<file path="src/rtl/conv_loop_counter.sv">
// conv_loop_counter: three-level column/row/channel-group loop nest with start/busy/done handshake.
// Define CONV_LOOP_STRIDE_EN to replace the constant STRIDE with a runtime stride port.
module conv_loop_counter #(
  parameter int unsigned X_LAST = 14,
  parameter int unsigned Y_LAST = 14,
  parameter int unsigned U_LAST = 4,
  parameter int unsigned STRIDE = 1,
  parameter int unsigned XW     = 5,
  parameter int unsigned YW     = 5,
  parameter int unsigned UW     = 3
) (
  input  logic          clk,
  input  logic          rst,
  input  logic          start,
  input  logic          adv,
  input  logic          stall,
  input  logic          flush,
`ifdef CONV_LOOP_STRIDE_EN
  input  logic [1:0]    stride,
`endif
  output logic [XW-1:0] x,
  output logic [YW-1:0] y,
  output logic [UW-1:0] u,
  output logic          x_wrap,
  output logic          y_wrap,
  output logic          busy,
  output logic          done
);

  localparam int unsigned SW = XW + 1;

  typedef enum logic {
    ST_IDLE = 1'b0,
    ST_RUN  = 1'b1
  } state_e;

  state_e        state_q, state_d;
  logic [XW-1:0] x_q, x_d;
  logic [YW-1:0] y_q, y_d;
  logic [UW-1:0] u_q, u_d;
  logic          done_q, done_d;

  logic [SW-1:0] step;
  logic [SW-1:0] x_sum;
  logic          eff_adv;
  logic          x_over;
  logic          y_last;
  logic          u_last;
  logic          x_wrap_cond;

  // Column step; a runtime stride of 0 behaves as 1.
`ifdef CONV_LOOP_STRIDE_EN
  assign step = (stride == 2'd0) ? SW'(1) : SW'(stride);
`else
  assign step = SW'(STRIDE);
`endif

  // x + s is formed one bit wider than x so the overflow test cannot alias.
  assign eff_adv     = adv & (state_q == ST_RUN) & ~stall & ~flush;
  assign x_sum       = {1'b0, x_q} + step;
  assign x_over      = x_sum > SW'(X_LAST);
  assign y_last      = (y_q == YW'(Y_LAST));
  assign u_last      = (u_q == UW'(U_LAST));
  assign x_wrap_cond = eff_adv & x_over;

  assign x_wrap = x_wrap_cond | flush;
  assign y_wrap = x_wrap_cond & y_last;

  always_ff @(posedge clk) begin
    if (rst) begin
      state_q <= ST_IDLE;
      x_q     <= '0;
      y_q     <= '0;
      u_q     <= '0;
      done_q  <= 1'b0;
    end else begin
      state_q <= state_d;
      x_q     <= x_d;
      y_q     <= y_d;
      u_q     <= u_d;
      done_q  <= done_d;
    end
  end

  // Next state: flush beats stall, stall beats advance.
  always_comb begin
    state_d = state_q;
    x_d     = x_q;
    y_d     = y_q;
    u_d     = u_q;
    done_d  = 1'b0;

    if (flush) begin
      state_d = ST_IDLE;
      x_d     = '0;
      y_d     = '0;
      u_d     = '0;
    end else if (!stall) begin
      unique case (state_q)
        ST_IDLE: begin
          if (start) begin
            state_d = ST_RUN;
          end
        end
        ST_RUN: begin
          if (eff_adv) begin
            if (!x_over) begin
              x_d = x_sum[XW-1:0];
            end else begin
              x_d = '0;
              if (!y_last) begin
                y_d = y_q + YW'(1);
              end else begin
                y_d = '0;
                if (!u_last) begin
                  u_d = u_q + UW'(1);
                end else begin
                  u_d     = '0;
                  state_d = ST_IDLE;
                  done_d  = 1'b1;
                end
              end
            end
          end
        end
        default: begin
          state_d = ST_IDLE;
        end
      endcase
    end
  end

  assign x    = x_q;
  assign y    = y_q;
  assign u    = u_q;
  assign busy = (state_q == ST_RUN);
  assign done = done_q;

endmodule

</file>
<file path="config.mk">
export PLATFORM = sky130hd
export DESIGN_NAME = conv_loop_counter
export DESIGN_NICKNAME = d
export VERILOG_FILES = /design/src/rtl/conv_loop_counter.sv
export SDC_FILE = /design/constraint.sdc
export NUM_CORES = 1
export LEC_CHECK = 0
export BUFFER_PORTS_ARGS = -buffer_cell sky130_fd_sc_hd__buf_4
export CAP_MARGIN = 15
export CORE_UTILIZATION = 49
export DETAILED_ROUTE_END_ITERATION = 8
export PLACE_DENSITY = 0.77
export SLEW_MARGIN = 10
export SYNTH_ARGS = -nofsm -noshare
export SYNTH_HDL_FRONTEND = slang
export SYNTH_SLANG_ARGS = --single-unit
</file>
<file path="constraint.sdc">
create_clock -name clk -period 2.71 [get_ports clk]
set_input_delay 0.1355 -clock clk [delete_from_list [all_inputs] [get_ports clk]]
set_output_delay 0.1355 -clock clk [all_outputs]
set_load 0.05 [all_outputs]
</file>
==> summary.md <==
| Metric | Value |
|---|---|
| Status | complete, no violations |
| Core area | 1540 um^2 |
| Yosys cell types | 37 |
| Max Cap Viol | 0 |
| R2r setup slk | 500 ps |
| CTS tree | done |
| Worst Hold Path EP | busy |
| CP max stage delay | just under 500 ps |
| Die Ht | 42.9 um |
| Area growth, synth to finish | 27.0% |
| Gr usage total | 21.0% |
| Seq cells post-synth | 15 |
| Antenna violations before repair | 0 |
| Skew-Pair Late Insertion Delay | 270 ps |
| Crit path max-delay cell type | o41a_1 |
| Power Dens Cells | 357 nW/um^2 |
| Sink Count | 15 |
| Root Buffer | clkbuf_4 |
| Top cells by area, synth | dfxtp_1 (37%), ha_1 (9.1%), mux2i_1 (3.7%) |
| Starting Density | 53.2% |
| Synth warnings | 0 |
| Remaining DRCs | 0 |
| Layout cells sized above 1 | a little over a quarter |
| Register area share after synthesis | 36.6% |
| Buf+Inv Stages, Crit Path | 2 |
| Hold Crit Class | in -> reg |
| Critical path capture point type | output port |
| Setup bufs post-CTS | 0 |
| Total Routed Length | approximately 1.8 mm |
| Crit start category | register |
| Synth cell count leaders | dfxtp_1 (15), nand2_1 (8), ha_1 (6), nor3_1 (6), nor2_1 (5) |
| Post-place setup slack | 541 ps |
| Critical path fanouts, max | 6 |
| Crit path cell chain | inv_1 > ha_1 > o41a_1 > nor3_1 > or2_2 > buf_4 |
| Data arrival, critical path | around 2200 ps |
| RSZ-0062 raised after global routing | no |
| Wirelength per Cell | 13.6 um |
| CTS Buf Count | 3 |
| Asr flop ratio synth | 0% |
| Synth Cell Area | slightly above 800 um^2 |
| Buffers on Ports | 22 |
| Post-DP HPWL | roughly 1.4 mm |
| Cell taking the most area after synthesis | dfxtp_1 |
| Worst hold stages | 4 |
| # resized after CTS | 0 |
| Reg-to-reg critical path startpoint | x[1] |
| I/O Pins | 23 |
| Hold Startpoint | stall |
| Fin nets | 130 |
| Final TNS setup | 0 ps |
| First DRT Iteration DRCs | 24 |
| Grt ovf | 0 |
| R2R Path End | u[2] |
| Die X | between 40 and 50 um |
| Synth top area share | 36.6% |
| Final period util | a little under nine tenths |
| Drt first pass iters | 4 |
| Final hold violation count | 0 |
| Post-layout min period | 2320 ps |
| Crit-path leading delay family | compound AO/OA/AOI/OAI gates |
| Rows | 14 |
| Slew HR | about three fifths |
| VDD IR max | 0.000174 V |
| Post-Syn Instances | 92 |
| H-tree depth | 1 |
| Req. time, crit path | around 2600 ps |
| Top-count cell post-synth | dfxtp_1 |
| Ant diodes | 0 |
| Max Clock Skew | 3.80 ps |
| Die area | between 1500 and 2000 um^2 |
| Hold-fix buffers at CTS | 0 |
| Timing-limited maximum frequency | approximately 430 MHz |
| Critical path class | reg -> out |
| Worst-path clk slew | roughly 90 ps |
| Gp weighted congestion | between 0.8 and 0.9 |
| Largest net degree at the start of global routing | 12 |
| Syn avg cell area | approximately 8.9 um^2 |
| Worst slew pin tran | ~600 ps |
| Vias in the first global route | 699 |
| Avg Vias per Cell | between 5 and 6 |
| EDFF count, synth | 0 |
| Final antenna-violating net count | 0 |
| Syn Nets | around 100 |
| Leakage | 0.435 nW |
| Setup violations, final | 0 |
| R2R cell count | 5 |
| Via count | 754 |
| Max-slew violation count | 0 |
| Clock Tree Buf Depth | 2 |
| Final worst slack | around 390 ps |
| Most used flip-flop cell after synthesis | dfxtp_1 |
| First-pass GRT wire length | 2.95 mm |
## registers in the layout, indices dropped and copies added (netlist names)
signal,cells
x,5
y,5
u,3
busy,1
done,1
## stage by stage
stage	cells	utilization (%)	total power [mW]	area, um^2	hold WS, ps
3_3_place_gp	129	65.9	0.252	1020	478
2_1_floorplan	92	-	0.242	827	371
3_5_place_dp	129	65.9	0.252	1020	479
6_report	133	67.6	0.372	1040	193
5_1_grt	133	67.6	0.387	1040	201
4_1_cts	133	67.6	0.379	1040	181
## power breakdown
part	internal (mW)	switching (mW)	leakage (nW)
sequential	0.221	0.000722	0.121
clock	0.0570	0.0683	0.0150
combinational	0.0101	0.0153	0.299
total	0.288	0.0843	0.435
## worst max-delay path by stage
stage | from | to | depth (start not counted)
3_5_place_dp | x[1] | u[2] | 5
2_1_floorplan | x[0] | x_wrap | 5
5_1_grt | x[1] | y_wrap | 5
6_report | x[1] | x_wrap | 6
4_1_cts | x[1] | x_wrap | 6
3_3_place_gp | x[1] | u[2] | 5
## placed cells by master (no fill, tap or decap), types with 2 or more instances in the layout
cell / instances
a31oi_1: 3
and3_1: 2
and3b_1: 2
buf_4: 24
clkbuf_4: 3
dfxtp_1: 15
ha_1: 6
inv_1: 4
mux2i_1: 3
nand2_1: 8
nand3_1: 3
nor2_1: 5
nor3_1: 6
o21ai_0: 4
or2_2: 2
xnor2_1: 3
xor2_1: 2
## worst register-to-register path, delay by kind of cell (launching register included)
family	cells	cell delay, ps
adders and majority gates	1	310
AOI/OAI and AO/OA	2	770
DFF	1	430
and+or+nand+nor	1	530
buffers and inverters	1	70
## cell families (layout without fill, tap and decap cells)
kind of cell	Yosys count	count (layout)	share of synthesized area [%]
DFF	15	15	36.6
and+or+nand+nor	39	39	27.0
xor gates and xnor gates	5	5	5.34
muxes	3	3	3.66
buffers and inverters	7	32	3.20
AOI/OAI and AO/OA	17	17	15.1
adders and majority gates	6	6	9.15
## layer usage
| layer | routed length, um | track usage, % | part of all wire (%) | vias to the layer above |
|---|---|---|---|---|
| met3 | 74 | 2.55 | 4.1 | 2 |
| li1 | - | - | - | 386 |
| met2 | 862 | 36.7 | 48 | 21 |
| met1 | 870 | 27.0 | 48 | 345 |
| met4 | 4 | 5.63 | 0.22 | 0 |
| met5 | 0 | 0 | 0 | - |
## cell type report
class / count / area (um^2)
timing repair buffer: 24 / 180
multi-input combinational: 70 / 500
sequential: 15 / 300
inverter: 4 / 15.0
fill: 139 / 499
tap: 16 / 20.0
clock buffer: 4 / 26.3
Note: power is estimated with default switching activity, not from simulation.
